## config.mk

```make
export PLATFORM = sky130hd
export DESIGN_NAME = box_datapath
export DESIGN_NICKNAME = d
export VERILOG_FILES = /design/src/rtl/box_datapath.sv
export SDC_FILE = /design/constraint.sdc
export NUM_CORES = 1
export LEC_CHECK = 0
export ABC_AREA = 1
export CORE_MARGIN = 5
export CORE_UTILIZATION = 35
export CTS_CLUSTER_DIAMETER = 200
export CTS_CLUSTER_SIZE = 40
export DETAILED_ROUTE_END_ITERATION = 16
export DONT_BUFFER_PORTS = 1
export SYNTH_ARGS = -nofsm -noshare
export SYNTH_HDL_FRONTEND = slang
export SYNTH_SLANG_ARGS = --single-unit
```

## constraint.sdc

```tcl
create_clock -name clk -period 5.4 [get_ports clk]
set_clock_uncertainty 0.15 [all_clocks]
set_input_delay 0.27 -clock clk [delete_from_list [all_inputs] [get_ports clk]]
set_output_delay 0.27 -clock clk [all_outputs]
set_load 0.05 [all_outputs]
```

## src/rtl/box_datapath.sv

```systemverilog
// box_datapath: bouncing-box position register and raster scanner feeding the VGA adapter.
module box_datapath #(
    parameter int         SCREEN_W = 160,
    parameter int         SCREEN_H = 120,
    parameter int         BOX_W    = 25,
    parameter int         BOX_H    = 10,
    parameter logic [7:0] X_INIT   = 8'd0,
    parameter logic [6:0] Y_INIT   = 7'd0,
    parameter logic [2:0] COLOUR   = 3'b111
) (
    input  logic       clk,
    input  logic       reset_n,
    input  logic       move_en,
    input  logic       load_coord,
    input  logic       datapath_en,
    input  logic       plot,
    input  logic [1:0] op,
    output logic [7:0] x_out,
    output logic [6:0] y_out,
    output logic [2:0] colour_out,
    output logic       plot_out,
    output logic       scan_done,
    output logic       touch_edge
);
    localparam int SXW = $clog2(BOX_W);
    localparam int SYW = $clog2(BOX_H);
    localparam logic [7:0] X_MAX = 8'(SCREEN_W - BOX_W);
    localparam logic [6:0] Y_MAX = 7'(SCREEN_H - BOX_H);

    logic [7:0]     pos_x_q, pos_x_d, x_out_q, x_out_d;
    logic [6:0]     pos_y_q, pos_y_d, y_out_q, y_out_d;
    logic           dir_x_q, dir_x_d, dir_y_q, dir_y_d;
    logic [SXW-1:0] scan_x_q, scan_x_d;
    logic [SYW-1:0] scan_y_q, scan_y_d;
    logic [2:0]     colour_q, colour_d;
    logic           plot_q, plot_d, done_q, done_d;
    logic           last_x, last_y, emit, scan;

    always_comb begin
        last_x   = scan_x_q == SXW'(BOX_W - 1);
        last_y   = scan_y_q == SYW'(BOX_H - 1);
        emit     = datapath_en & ~load_coord;
        scan     = datapath_en & move_en & ~load_coord;
        dir_x_d  = load_coord ? (dir_x_q ? pos_x_q != 8'd0 : pos_x_q == X_MAX) : dir_x_q;
        dir_y_d  = load_coord ? (dir_y_q ? pos_y_q != 7'd0 : pos_y_q == Y_MAX) : dir_y_q;
        pos_x_d  = load_coord ? (dir_x_d ? pos_x_q - 8'd1 : pos_x_q + 8'd1) : pos_x_q;
        pos_y_d  = load_coord ? (dir_y_d ? pos_y_q - 7'd1 : pos_y_q + 7'd1) : pos_y_q;
        scan_x_d = load_coord ? '0 : scan ? (last_x ? '0 : scan_x_q + SXW'(1)) : scan_x_q;
        scan_y_d = load_coord ? '0 : (scan & last_x) ? (last_y ? '0 : scan_y_q + SYW'(1)) : scan_y_q;
        x_out_d  = emit ? pos_x_q + 8'(scan_x_q) : x_out_q;
        y_out_d  = emit ? pos_y_q + 7'(scan_y_q) : y_out_q;
        colour_d = emit ? (op == 2'b00 ? COLOUR : 3'b000) : colour_q;
        done_d   = emit & last_x & last_y;
        plot_d   = plot & emit;
    end

    always_ff @(posedge clk) begin
        if (!reset_n) begin
            pos_x_q  <= X_INIT;
            pos_y_q  <= Y_INIT;
            dir_x_q  <= 1'b0;
            dir_y_q  <= 1'b0;
            scan_x_q <= '0;
            scan_y_q <= '0;
            x_out_q  <= '0;
            y_out_q  <= '0;
            colour_q <= '0;
            done_q   <= 1'b0;
            plot_q   <= 1'b0;
        end else begin
            pos_x_q  <= pos_x_d;
            pos_y_q  <= pos_y_d;
            dir_x_q  <= dir_x_d;
            dir_y_q  <= dir_y_d;
            scan_x_q <= scan_x_d;
            scan_y_q <= scan_y_d;
            x_out_q  <= x_out_d;
            y_out_q  <= y_out_d;
            colour_q <= colour_d;
            done_q   <= done_d;
            plot_q   <= plot_d;
        end
    end

    assign x_out      = x_out_q;
    assign y_out      = y_out_q;
    assign colour_out = colour_q;
    assign plot_out   = plot_q;
    assign scan_done  = done_q;
    assign touch_edge = pos_y_q == Y_MAX;
endmodule
```

==> After elaboration in Yosys (flattened, before gate mapping) <==
Index checks and enable logic that the tools add are counted.
{ "totals": {"regBits": 46, "inputBits": 8, "out_inout_bits": 21, "wordCells": 45} }
{ "classes": {"addsub": 8, "eq_ne": 4, "n_mux": 9, "bitwise": 9, "reduce_logical": 4} }
{ "op_table": {"columns": ["cell", "n"], "rows": [
  ["adder 8 x 1 -> 8 bit (second input constant)", 1],
  ["adder 8 x 5 -> 8 bit", 1],
  ["equality test 8 bit (second input constant)", 1],
  ["two-way mux 8 bit", 1],
  ["nonzero test 8 bit", 1],
  ["subtractor 8 x 1 -> 8 bit (second input constant)", 1],
  ["adder 7 x 1 -> 7 bit (second input constant)", 1],
  ["adder 7 x 4 -> 7 bit", 1],
  ["bitwise AND 1 bit", 7],
  ["equality test 7 bit (second input constant)", 1],
  ["two-way mux 7 bit", 1],
  ["nonzero test 7 bit", 1],
  ["subtractor 7 x 1 -> 7 bit (second input constant)", 1],
  ["adder 5 x 1 -> 5 bit (second input constant)", 1],
  ["equality test 5 bit (second input constant)", 1],
  ["two-way mux 5 bit", 1],
  ["adder 4 x 1 -> 4 bit (second input constant)", 1],
  ["equality test 4 bit (second input constant)", 1],
  ["two-way mux 1 bit", 4],
  ["two-way mux 4 bit", 1],
  ["two-way mux 3 bit", 1],
  ["zero test 2 bit", 1],
  ["NOT 1 bit", 2],
  ["OR reduction 2 bit", 1]
]} }

==> Depth between registers and ports, before layout <==
{ "logic_depth": {"word_depth": 4, "depth_mapped": 18, "depth_no_buf": 18} }

==> Worst setup path before layout <==
OpenSTA, ideal clock, no wires.
{ "synth_path": {"path_kind": "flip-flop to flip-flop", "start": "register pos_x_q[5]", "end": "register pos_x_q[7]", "setup_time_ps": 110, "arrival_time_ps": 2071, "required_ps": 5140, "slack_ps": 3069, "path_stages_with_launch": 17, "path_buffers": 0, "period_less_slack_ps": 2331, "path_cell_list": "dfxtp_1 -> inv_1 -> nand2_1 -> nor2_1 -> nand2_1 -> nand2_1 -> nand2_1 -> ha_1 -> or2_2 -> nand2_1 -> nor2_1 -> nor2_1 -> nand3_1 -> nand3_1 -> nand2_1 -> inv_1 -> nor2_1"} }
{ "synth_via": {"elab_chain_cells": 4, "elab_cells_between_ends": 7, "cone_classes": "2 x add/sub; 1 x eq/ne; 3 x mux; 1 x reduce/logical"} }
{ "synth_rtl": {"columns": ["element", "line", "source"], "rows": [
  ["start: declaration", "30", "logic [7:0] pos_x_q, pos_x_d, x_out_q, x_out_d;"],
  ["start signal: assignment", "71", "pos_x_q <= pos_x_d;"],
  ["equality test 8 bit or nonzero test 8 bit (tied branches)", "44", "dir_x_d = load_coord ? (dir_x_q ? pos_x_q != 8'd0 : pos_x_q == X_MAX) : dir_x_q;"],
  ["two-way mux 1 bit (*) (2 in a row)", "44", null],
  ["named net dir_x_d", "32", "logic dir_x_q, dir_x_d, dir_y_q, dir_y_d;"],
  ["two-way mux 8 bit (*)", "46", "pos_x_d = load_coord ? (dir_x_d ? pos_x_q - 8'd1 : pos_x_q + 8'd1) : pos_x_q;"]
]} }
The timed path passes the listed nets; every way through them passes the cells marked *.
A chain may end at the register's enable or synchronous reset.

==> Worst setup path in the final report <==
{ "layout_path": {"start": "register pos_x_q[5]", "end": "register pos_x_q[4]"} }
Same word-level chain as after synthesis.

==> flow_metrics.tcl <==
set metrics [dict create \
    htree_levels 2 \
    nets 413 \
    syn2layout_area_growth_pct 9.544 \
    drtIter0Drc 95 \
    powerDensity_mw_per_mm2 252.0 \
    die_width_um 98.06 \
    r2r_cells 12 \
    hpwl_um 4785 \
    fmaxAchievable_ghz 0.3366 \
    tns_ps 0 \
    criticalPathCategory "reg2reg" \
    clock_latency_ps 300 \
    cts_buffers 5 \
    status "finished, final reports clean" \
    pre_cts_ws_ps 2756 \
    top_level_ports 29 \
    netlist_instances 375 \
    cts_tree "done" \
    crit_fanout 8 \
    rsz0062_at_grt "false" \
    r2r-start "pos_x_q[5]" \
    rows 32 \
    final_cell_area_mm2 0.002973 \
    worstMarginPinSlew_ps 680.2 \
    hold_depth 3 \
    r2r_setup_slack_ps 2430 \
    grt-ovfl-total 0 \
    cts-resized-gates 0 \
    post_cts_buffers 0 \
    drc 0 \
    start_kind "flop" \
    holdPathEnd "pos_x_q[6]" \
    finish.utilization 0.3887 \
    fin_ws_ps 2429 \
    syn_nets 409 \
    ys_seq_area_frac 0.3246 \
    final_cells 481 \
    path_clk_slew_ps 90 \
    setup_viol 0 \
    worstPathArrival_ps 3020 \
    vias 2431 \
    dieArea_mm2 0.009615 \
    whs_ps 5.450 \
    fp.coreArea_mm2 0.007647 \
    power_uw 749.1 \
    gp_congestion 0.8633 \
    cts_sinks 44 \
    ant_nets 0 \
    maxCapViolCount 0 \
    yosysWarnings 0 \
    clockBufferDepth 2 \
    async_flop_share 0 \
    grt_usage 0.1413 \
    synth_flop_cell "dfxtp_1" \
    grt_pass1_wl_um 11240 \
    endpoint_kind "flop" \
    synth_seq_cells 44 \
    viasPerCell 5.054 \
    n_antenna_cell 0 \
    start_util 0.3549 \
    grt_pass1_vias 2313 \
    syn_area_mm2 0.002714 \
    fp.dieH_um 98.06 \
    hold_class "in2reg" \
    drive_gt1_frac 0.04485 \
    drt_first_pass_iters 4 \
    critPathRequiredTime_ps 5440 \
    period_minus_slack_ps 2971 \
    p_leak_nw 1.432 \
    cts_root_buf "clkbuf_8" \
    hold_start "load_coord" \
    ctsHoldBuffers 4 \
    synthDistinctLibCells 36 \
    place_area_mm2 0.002804 \
    drv_slew 0 \
    synth-edff-count 0 \
    hold_violations 0 \
    routed_wl_um 6660 \
    io_buffer_count 0 \
    slew_headroom 0.5451 \
    wl_per_cell_um 13.85 \
    placed_cells 470 \
    rr_endpoint "pos_x_q[4]" \
    finalCritPeriodShare 0.5502 \
    antenna_found_initial 0 \
    syn_avg_cell_area_um2 7.237 \
    grt_max_degree 28 \
    ir_drop_mv 0.1056 \
]
==> cells in the final DEF, fill, tap and decap left out, drive strengths merged, types with 2 or more instances in the layout <==
cell	synthesis	final
ha	22	22
nor2	47	47
inv	55	55
dlygate4sd3	0	4
a31oi	4	4
nor3b	2	2
xor2	11	11
fa	4	4
a21oi	33	33
bufinv	0	2
and3	2	2
o21ai	37	37
nor3	7	7
dfxtp	44	44
xnor2	2	2
a21o	3	3
clkbuf	3	5
nand4	10	10
nand2	60	60
o211ai	2	2
nand3	14	14
==> cell families (layout without fill, tap and decap cells) <==
logic type | Yosys count | count (layout) | share of synthesized area
and+or+nand+nor | 145 | 145 | 0.2430
AOI/OAI and AO/OA | 84 | 84 | 0.1669
buffers and inverters | 63 | 67 | 0.09267
DFF | 44 | 44 | 0.3246
adders and majority gates | 26 | 26 | 0.1309
xor gates and xnor gates | 13 | 13 | 0.04196
==> state kept, by name, summed over array words and instances (netlist names) <==
signal      flops
plot_out        1
pos_y_q         7
x_out           8
scan_done       1
y_out           7
colour_out      1
scan_x_q        5
dir_y_q         1
dir_x_q         1
scan_y_q        4
pos_x_q         8
==> layer usage <==
metal  wire (µm)  vias up  share of wire  global-route usage
met2        3165       52           0.48              0.2366
li1            -     1247              -                   -
met5           0        -              0                   0
met3         296        8          0.044             0.03571
met4          74        0          0.011             0.02982
met1        3124     1124           0.47              0.1840
==> synthesized netlist by cell type (3+ instances only) <==
master | number | area share
nor2_1 | 44 | 0.061
a31oi_1 | 4 | 0.0092
a21o_1 | 3 | 0.0083
nand4_1 | 10 | 0.023
inv_1 | 53 | 0.073
clkbuf_1 | 3 | 0.0041
fa_1 | 4 | 0.030
nor3_1 | 5 | 0.0092
nand3_1 | 14 | 0.026
nand2_1 | 59 | 0.082
xor2_1 | 11 | 0.035
ha_1 | 22 | 0.10
a21oi_1 | 33 | 0.061
o21ai_0 | 37 | 0.068
dfxtp_1 | 44 | 0.32
==> final cells by class <==
| type | count | area [µm²] |
|---|---|---|
| Tap cell | 102 | 127.6 |
| Timing Repair Buffer | 5 | 47.55 |
| Clock buffer | 5 | 68.82 |
| Multi-Input combinational cell | 268 | 1582 |
| Inverter | 55 | 206.4 |
| Fill cell | 800 | 4674 |
| Clock inverter | 2 | 60.06 |
| Sequential cell | 44 | 880.8 |
==> how the worst max path moves through the flow <==
stage / start / end / slack (ps) / depth (start not counted)
6_report: pos_x_q[5] / pos_x_q[4] / 2430 / 12
3_3_place_gp: pos_x_q[5] / pos_x_q[7] / 2800 / 16
5_1_grt: pos_x_q[5] / pos_x_q[4] / 2210 / 11
2_1_floorplan: pos_x_q[5] / pos_x_q[7] / 3070 / 16
4_1_cts: pos_x_q[5] / pos_x_q[4] / 2450 / 11
3_5_place_dp: pos_x_q[5] / pos_x_q[7] / 2760 / 17
==> worst max-delay path: stages (launching register included) <==
cell           delay [ps]
dfxtp_1               350
inv_1                 170
nand2_1               100
nor2_1                120
nand2_1                60
nand2_1                90
nand2_1               220
ha_1                  440
a21o_1                220
a31oi_1               170
xor2_1                160
a21oi_1                70
dlygate4sd3_1         550
==> report_power, final <==
group / switching (mW) / internal, mW
Clock: 0.118 / 0.182
Combinational: 0.0469 / 0.0250
Sequential: 0.0396 / 0.338
Total: 0.204 / 0.545
No activity file was read; power rests on OpenSTA's default activity.
